**src/rtl/program_loader.sv**
```systemverilog
// ============================================================================
// Module      : program_loader
// Description : Loads a framed byte stream into instruction memory and holds
//               the CPU in reset until a load ends with a good checksum.
// Revision    : 1.0 - initial release
// ============================================================================
`default_nettype none

module program_loader #(
   parameter int MEM_DEPTH = 128
) (
   input  logic        Clock,
   input  logic        Reset,
   input  logic        Start,
   input  logic [7:0]  ByteIn,
   input  logic        ByteValid,
   output logic        ByteReady,
   output logic        MemWrite,
   output logic [15:0] MemAddress,
   output logic [7:0]  MemData,
   output logic        Busy,
   output logic        Done,
   output logic [1:0]  Error,
   output logic        HoldCpu
);

   typedef enum logic [3:0] {
      S_IDLE    = 4'd0,
      S_ADDR_HI = 4'd1,
      S_ADDR_LO = 4'd2,
      S_LEN_HI  = 4'd3,
      S_LEN_LO  = 4'd4,
      S_DATA    = 4'd5,
      S_CHECK   = 4'd6,
      S_DONE    = 4'd7,
      S_ERROR   = 4'd8
   } state_t;

   localparam logic [1:0] c_ERR_NONE  = 2'b00;
   localparam logic [1:0] c_ERR_RANGE = 2'b01;
   localparam logic [1:0] c_ERR_CSUM  = 2'b10;

   state_t      r_state;
   state_t      w_next;
   logic [15:0] r_addr;
   logic [15:0] r_len;
   logic [15:0] r_count;
   logic [7:0]  r_csum;
   logic [1:0]  r_error;
   logic        r_mem_write;
   logic [15:0] r_mem_address;
   logic [7:0]  r_mem_data;

   logic        w_accept;
   logic        w_start;
   logic [15:0] w_len_full;
   logic [16:0] w_end;
   logic        w_range_err;
   logic [15:0] w_count_next;

   assign w_accept     = ByteValid & ByteReady;
   assign w_start      = Start & ((r_state == S_IDLE) | (r_state == S_DONE) | (r_state == S_ERROR));
   assign w_len_full   = {r_len[15:8], ByteIn};
   // 17-bit sum so an out-of-range frame cannot wrap back into range
   assign w_end        = {1'b0, r_addr} + {1'b0, w_len_full};
   assign w_range_err  = (w_end > 17'(MEM_DEPTH));
   assign w_count_next = r_count + 16'd1;

   always_ff @(posedge Clock) begin
      if (Reset) begin
         r_state <= S_IDLE;
      end else begin
         r_state <= w_next;
      end
   end

   always_comb begin
      w_next    = r_state;
      ByteReady = 1'b0;
      Busy      = 1'b1;
      HoldCpu   = 1'b1;
      case (r_state)
         S_IDLE, S_ERROR: begin
            Busy = 1'b0;
            if (w_start) w_next = S_ADDR_HI;
         end
         S_DONE: begin
            Busy    = 1'b0;
            HoldCpu = 1'b0;
            if (w_start) w_next = S_ADDR_HI;
         end
         S_ADDR_HI: begin
            ByteReady = 1'b1;
            if (ByteValid) w_next = S_ADDR_LO;
         end
         S_ADDR_LO: begin
            ByteReady = 1'b1;
            if (ByteValid) w_next = S_LEN_HI;
         end
         S_LEN_HI: begin
            ByteReady = 1'b1;
            if (ByteValid) w_next = S_LEN_LO;
         end
         S_LEN_LO: begin
            ByteReady = 1'b1;
            if (ByteValid) begin
               if (w_range_err)              w_next = S_ERROR;
               else if (w_len_full == 16'd0) w_next = S_CHECK;
               else                          w_next = S_DATA;
            end
         end
         S_DATA: begin
            ByteReady = 1'b1;
            if (ByteValid && (w_count_next == r_len)) w_next = S_CHECK;
         end
         S_CHECK: begin
            ByteReady = 1'b1;
            if (ByteValid) w_next = (ByteIn == r_csum) ? S_DONE : S_ERROR;
         end
         default: w_next = S_IDLE;
      endcase
   end

   always_ff @(posedge Clock) begin
      if (Reset) begin
         r_addr        <= 16'd0;
         r_len         <= 16'd0;
         r_count       <= 16'd0;
         r_csum        <= 8'd0;
         r_error       <= c_ERR_NONE;
         r_mem_write   <= 1'b0;
         r_mem_address <= 16'd0;
         r_mem_data    <= 8'd0;
      end else begin
         r_mem_write <= 1'b0;
         if (w_start) begin
            r_csum  <= 8'd0;
            r_count <= 16'd0;
            r_error <= c_ERR_NONE;
         end
         if (w_accept) begin
            case (r_state)
               S_ADDR_HI: r_addr[15:8] <= ByteIn;
               S_ADDR_LO: r_addr[7:0]  <= ByteIn;
               S_LEN_HI:  r_len[15:8]  <= ByteIn;
               S_LEN_LO: begin
                  r_len[7:0] <= ByteIn;
                  if (w_range_err) r_error <= c_ERR_RANGE;
               end
               S_DATA: begin
                  r_mem_write   <= 1'b1;
                  r_mem_address <= r_addr + r_count;
                  r_mem_data    <= ByteIn;
                  r_csum        <= r_csum ^ ByteIn;
                  r_count       <= w_count_next;
               end
               S_CHECK: begin
                  if (ByteIn != r_csum) r_error <= c_ERR_CSUM;
               end
               default: ;
            endcase
         end
      end
   end

   assign MemWrite   = r_mem_write;
   assign MemAddress = r_mem_address;
   assign MemData    = r_mem_data;
   assign Done       = (r_state == S_DONE);
   assign Error      = r_error;

endmodule

`default_nettype wire

```
**config.mk**
```make
export PLATFORM = sky130hd
export DESIGN_NAME = program_loader
export DESIGN_NICKNAME = d
export VERILOG_FILES = /design/src/rtl/program_loader.sv
export SDC_FILE = /design/constraint.sdc
export NUM_CORES = 1
export LEC_CHECK = 0
export CAP_MARGIN = 20
export CELL_PAD_IN_SITES_DETAIL_PLACEMENT = 0
export CELL_PAD_IN_SITES_GLOBAL_PLACEMENT = 1
export CORE_ASPECT_RATIO = 0.6
export CORE_MARGIN = 3
export CORE_UTILIZATION = 45
export DETAILED_ROUTE_END_ITERATION = 10
export MAX_ROUTING_LAYER = met4
export PLACE_DENSITY = 0.84
export SLEW_MARGIN = 20
export SYNTH_ARGS = -nofsm -noshare
export SYNTH_HDL_FRONTEND = slang
export SYNTH_SLANG_ARGS = --single-unit
```
**constraint.sdc**
```tcl
create_clock -name Clock -period 8.3 [get_ports Clock]
set_clock_uncertainty 0.2 [all_clocks]
set_input_delay 1.66 -clock Clock [delete_from_list [all_inputs] [get_ports Clock]]
set_output_delay 1.66 -clock Clock [all_outputs]
set_load 0.1 [all_outputs]
```
==> results.yml, run 1 <==
final_layout:
  syn2layout_area_growth_pct: 14.1
  fin_area_um2: 6600
  final_core_util: 0.537
  nets: 792
  n_antenna_cell: 0
  fillers: 1131
  drive_above_1_share: 0.0692
place:
  pre_cts_slack_ps: 2890
  hpwl_um: 11700
  place_congestion: 0.880
  placed_area_um2: 6290
  io_buffers: 42
timing:
  finalHoldViolCount: 0
  min_period_over_period: 0.617
  fmax_ghz: 0.195
  setup-violations-final: 0
  relSlewSlack: 0.316
  slew_viol_final: 0
  setup_tns_ps: 0
  max_slew.worst_pin.slew_ps: 1020
  rsz0062_at_grt: "false"
  postLayoutSetupSlackWorst_ps: 3170
  min_period_ps: 5130
clock_tree:
  numCtsBuffers: 9
  cts_htree_levels: 3
  ctsHoldBuffers: 0
  clock_latency_ps: 350
  cts_setup_buffers: 0
  clock-sinks: 87
  cts_resized: 0
  clockBufferDepth: 2
  cts.clk_slew.worst_paths_ps: 60
  cts_tree: "done"
  root_buffer: "clkbuf_16"
synth:
  synth.area.top_cells: "dfxtp_1, ha_1, a21oi_1, nand2_1, mux2i_1"
  syn_area_per_cell_um2: 7.93
  synth.distinct_cells: 73
  synth_common_cells: "nand2_1, dfxtp_1, a21oi_1, nor2_1, o21ai_0"
  synth_top_cell_area_share: 0.301
  yosys_warnings: 0
  synth-seq-cells: 87
  synth_top_area_cell: "dfxtp_1"
  syn-num-nets: 776
  async_flop_share: 0
  synth_edf_count: 0
  syn_inst: 730
  synth.most_common_cell: "nand2_1"
  ys_seq_area_frac: 0.301
  syn_area_um2: 5790
  synth_top_flop_cell: "dfxtp_1"
power_and_ir_drop:
  p_per_area_nw_per_um2: 206
  leakage_nw: 2.57
  vdd_drop_max_mv: 0.103
flow_run:
  drv_cap: 0
route:
  num_vias: 5334
  drt_iter0_drc: 337
  antenna_left: 0
  drc: 0
  detail_route.vias_per_cell: 5.82
  drt_wl_total_um: 15900
  wl_per_cell_um: 17.4
  firstDrtPassIters: 4
setup_path:
  cp-start-kind: "input pin"
  r2r_start: "r_addr[0]$_SDFFE_PP0P_"
  crit_fanout: 10
  worstSetupStartpoint: "ByteIn[0]"
  r2r-end: "r_state[1]$_SDFFE_PP0P_"
  ff2ff_setup_slack_ps: 4890
  reg2reg_depth: 10
  crit_path_end: "r_state[1]$_SDFFE_PP0P_"
  arrival_ps: 5170
  end_kind: "flip-flop"
  crit_type: "input pin to flip-flop"
  cp_data_required_time_ps: 8340
die:
  initial_utilization: 0.471
  die_area_um2: 14300
  design.core.area_um2: 12300
  dieHeight_um: 93.8
  std_cell_rows: 31
  boundaryPins: 43
  die_w_um: 152
grt:
  antenna_found_initial: 0
  globalRouteOverflowTotal: 0
  first_global_vias: 4973
  grt_use_total: 0.230
  grt_max_degree: 60
  grt_pass1_wl_um: 25900
status:
  outcome: "complete, no violations"
worst_hold_path:
  hp-class: "flip-flop to flip-flop"
routing by layer:
| metal | vias to the layer above | global-route usage | wire length, um |
|---|---|---|---|
| met2 | 172 | 0.346 | 6770 |
| met1 | 2505 | 0.326 | 7980 |
| met4 | 0 | 0.0411 | 165 |
| met3 | 14 | 0.0460 | 991 |
| li1 | 2643 | - | - |
| met5 | - | - | 0 |
critical path: stages:
cell and delay (ps):
clkdlybuf4s50_1 630, ha_1 360, fa_1 410, a211oi_1 330, nor3b_1 140, o21ai_1 340, mux2i_1 240, nand4_1 170
nor4_4 370, nand4_2 220, o31ai_1 300
state kept, by name, summed over array words and instances, names as in the netlist:
name,count
Error,2
MemAddress,16
MemData,8
MemWrite,1
r_addr,16
r_count,16
r_csum,8
r_len,16
r_state,4
cell type report:
type	instances	area, um2	area share
multi-input cells	576	3780	0.572
flip-flops and latches	87	1740	0.264
repair buffers	52	490	0.0743
clock buffers	9	225	0.0341
well taps	165	206	0.0313
clock inverters	7	83.8	0.0127
inverters	20	75.1	0.0114
worst min-delay path by stage:
stage                               startpoint                          to  slack (ps)  depth (start not counted)
floorplan                r_len[2]$_SDFFE_PP0P_       r_len[2]$_SDFFE_PP0P_         250                          2
global placement    MemAddress[9]$_SDFFE_PP0P_  MemAddress[9]$_SDFFE_PP0P_         240                          2
detailed placement  MemAddress[9]$_SDFFE_PP0P_  MemAddress[9]$_SDFFE_PP0P_         240                          2
CTS                 MemAddress[9]$_SDFFE_PP0P_  MemAddress[9]$_SDFFE_PP0P_         250                          2
global route        MemAddress[7]$_SDFFE_PP0P_  MemAddress[7]$_SDFFE_PP0P_         260                          2
finish              MemAddress[9]$_SDFFE_PP0P_  MemAddress[9]$_SDFFE_PP0P_         250                          2
power breakdown:
group	internal (W)	switching [W]	total (W)	leakage (nW)
combinational	0.000155	0.000286	0.000442	1.72
clock	0.000240	0.000187	0.000427	0.149
sequential	0.000443	0.0000484	0.000491	0.702
total	0.000838	0.000522	0.00136	2.57
cell families after synthesis:
logic type | share of synthesized area
and+or+nand+nor | 0.236
AOI/OAI and AO/OA | 0.217
DFF | 0.301
buffers and inverters | 0.0463
xor gates and xnor gates | 0.0681
adders and majority gates | 0.0761
muxes | 0.0554
layout by cell type, fill, tap and decap left out, types with 9 or more instances in the layout:
master,count
nor2_1,62
o21ai_0,49
xnor2_1,34
clkdlybuf4s50_1,41
nand4_1,9
mux2i_1,32
ha_1,32
dfxtp_1,87
nor3_1,14
nand3_1,20
inv_1,20
xor2_1,11
a21oi_1,72
clkbuf_16,9
nor2b_1,11
nand2_1,94
buf_4,10
stage by stage:
stage | hold WS [ps] | cells | power, W
3_5_place_dp | 242 | 900 | 0.000936
3_3_place_gp | 239 | 900 | 0.000926
2_1_floorplan | 245 | 730 | 0.000833
4_1_cts | 251 | 916 | 0.00136
5_1_grt | 264 | 916 | 0.00143
6_report | 250 | 916 | 0.00136
Note: power is estimated with default switching activity, not from simulation.
==> inputs of run 2 (changes only) <==
- clock period: 8.3 -> 4.75 ns (I/O delays scaled with it)
==> run 2 against run 1 <==
  * Power increased by 74%
  * First-iteration DRC count increased by 20%
  * Final cell count increased by 0.76%
  * Highest routed layer unchanged
==> results.yml, run 2 (synthesis results as in run 1) <==
route:
  drt_wl_total_um: 16100
  wl_per_cell_um: 17.5
  detail_route.vias_per_cell: 5.74
  antenna_left: 0
  num_vias: 5296
  drc: 0
  drt_iter0_drc: 403
  firstDrtPassIters: 5
clock_tree:
  ctsHoldBuffers: 0
  cts_resized: 0
  cts_tree: "done"
  cts_setup_buffers: 0
  clock-sinks: 87
  cts_htree_levels: 3
  clockBufferDepth: 2
  numCtsBuffers: 9
  clock_latency_ps: 340
  cts.clk_slew.worst_paths_ps: 60
  root_buffer: "clkbuf_16"
grt:
  globalRouteOverflowTotal: 0
  grt_use_total: 0.233
  grt_pass1_wl_um: 25900
  first_global_vias: 4804
  grt_max_degree: 41
  antenna_found_initial: 0
setup_path:
  worst-path-stages: 11
  cp-start-kind: "input pin"
  arrival_ps: 4190
  cp_num_buf_inv: 1
  path_delay_family: "compound AO/OA/AOI/OAI gates"
  worstPathCellList: "clkdlybuf4s50_1 -> ha_1 -> fa_1 -> a211oi_1 -> nor3b_1 -> o21ai_1 -> mux2i_1 -> nand4_1 -> nor4_4 -> nand4_2 -> o31ai_1"
  cp_slowest_cell: "clkdlybuf4s50_1"
  reg2reg_depth: 10
  crit_fanout: 4
  end_kind: "flip-flop"
  critPathMaxStageDelay_ps: 430
  crit_type: "input pin to flip-flop"
  cp_data_required_time_ps: 4800
status:
  outcome: "complete, no violations"
worst_hold_path:
  hold_path_depth: 2
  hp-class: "flip-flop to flip-flop"
place:
  hpwl_um: 12100
  dp_cells: 908
  io_buffers: 42
  place_congestion: 0.881
die:
  dieHeight_um: 93.8
  initial_utilization: 0.471
  boundaryPins: 43
  die_w_um: 152
  design.core.area_um2: 12300
  std_cell_rows: 31
  die_area_um2: 14300
power_and_ir_drop:
  p_sw_frac: 0.373
  power_w: 0.00236
  vdd_drop_max_mv: 0.175
  p_switching_w: 0.000881
  seq_power_share: 0.363
  leakage_nw: 2.61
  p_per_area_nw_per_um2: 355
  clock_power_share: 0.306
  pwr-share-comb: 0.331
  p_int_w: 0.00148
timing:
  setup-violations-final: 0
  min_period_over_period: 0.871
  relSlewSlack: 0.344
  slew_viol_final: 0
  fmax_ghz: 0.242
  rsz0062_at_grt: "false"
  setup_tns_ps: 0
  min_period_ps: 4140
  max_slew.worst_pin.slew_ps: 981
  hold_ws_ps: 249
  finalHoldViolCount: 0
final_layout:
  final_cell_mix: "nand2_1, dfxtp_1, a21oi_1, nor2_1, o21ai_0"
  drive_above_1_share: 0.0778
  stdcell_count: 923
  nets: 800
  fillers: 1141
  n_antenna_cell: 0
  final_common_cell: "nand2_1"
  syn2layout_area_growth_pct: 14.9
flow_run:
  drv_cap: 0
==> run 2: changes by cell type in the layout (fill, tap and decap cells not counted), sizes merged <==
| cell | delta |
|---|---|
| inv | -5 |
| buf | +8 |
| clkinv | +3 |
| clkbuf | +2 |
| clkinvlp | -1 |
==> run 2: worst paths after layout <==
path / startpoint / to / slack (ps)
setup / recovery: ByteIn[0] / r_state[1]$_SDFFE_PP0P_ / 610
hold / removal: MemAddress[9]$_SDFFE_PP0P_ / MemAddress[9]$_SDFFE_PP0P_ / 250
setup reg to reg: r_addr[0]$_SDFFE_PP0P_ / r_state[1]$_SDFFE_PP0P_ / 1310
hold reg to reg: MemAddress[9]$_SDFFE_PP0P_ / MemAddress[9]$_SDFFE_PP0P_ / 250
==> run 2: tightest hold or removal path, stage by stage (launching register included) <==
cell     delay (ps)
dfxtp_1         310
nand2_1          50
a21oi_1          50
==> run 2: stage by stage <==
| step | setup slack (ps) | utilization | area [um2] |
|---|---|---|---|
| floorplan | 987 | - | 5790 |
| global placement | 430 | 0.516 | 6350 |
| detailed placement | 334 | 0.516 | 6350 |
| CTS | 683 | 0.541 | 6650 |
| global route | 423 | 0.541 | 6650 |
| finish | 612 | 0.541 | 6650 |
==> run 2: per-layer routing <==
| metal | vias to the layer above | GRT usage | share of wire |
|---|---|---|---|
| met1 | 2461 | 0.341 | 0.52 |
| met2 | 149 | 0.328 | 0.40 |
| met4 | 0 | 0.0628 | 0.013 |
| li1 | 2671 | - | - |
| met3 | 15 | 0.0433 | 0.063 |
| met5 | - | - | 0 |
==> run 2: area by class of cell <==
class | count | area (um2) | area share
multi-input cells | 576 | 3780 | 0.568
flip-flops and latches | 87 | 1740 | 0.262
repair buffers | 60 | 551 | 0.0828
clock buffers | 11 | 253 | 0.0380
well taps | 165 | 206 | 0.0311
inverters | 20 | 75.1 | 0.0113
clock inverters | 4 | 45.0 | 0.00678
==> run 2: power by group through the flow <==
stage | clock network (W) | logic [W] | registers, W
floorplan | 0 | 0.000601 | 0.000854
global placement | 0 | 0.000760 | 0.000868
detailed placement | 0 | 0.000772 | 0.000871
CTS | 0.000735 | 0.000776 | 0.000854
global route | 0.000757 | 0.000849 | 0.000864
finish | 0.000723 | 0.000781 | 0.000857
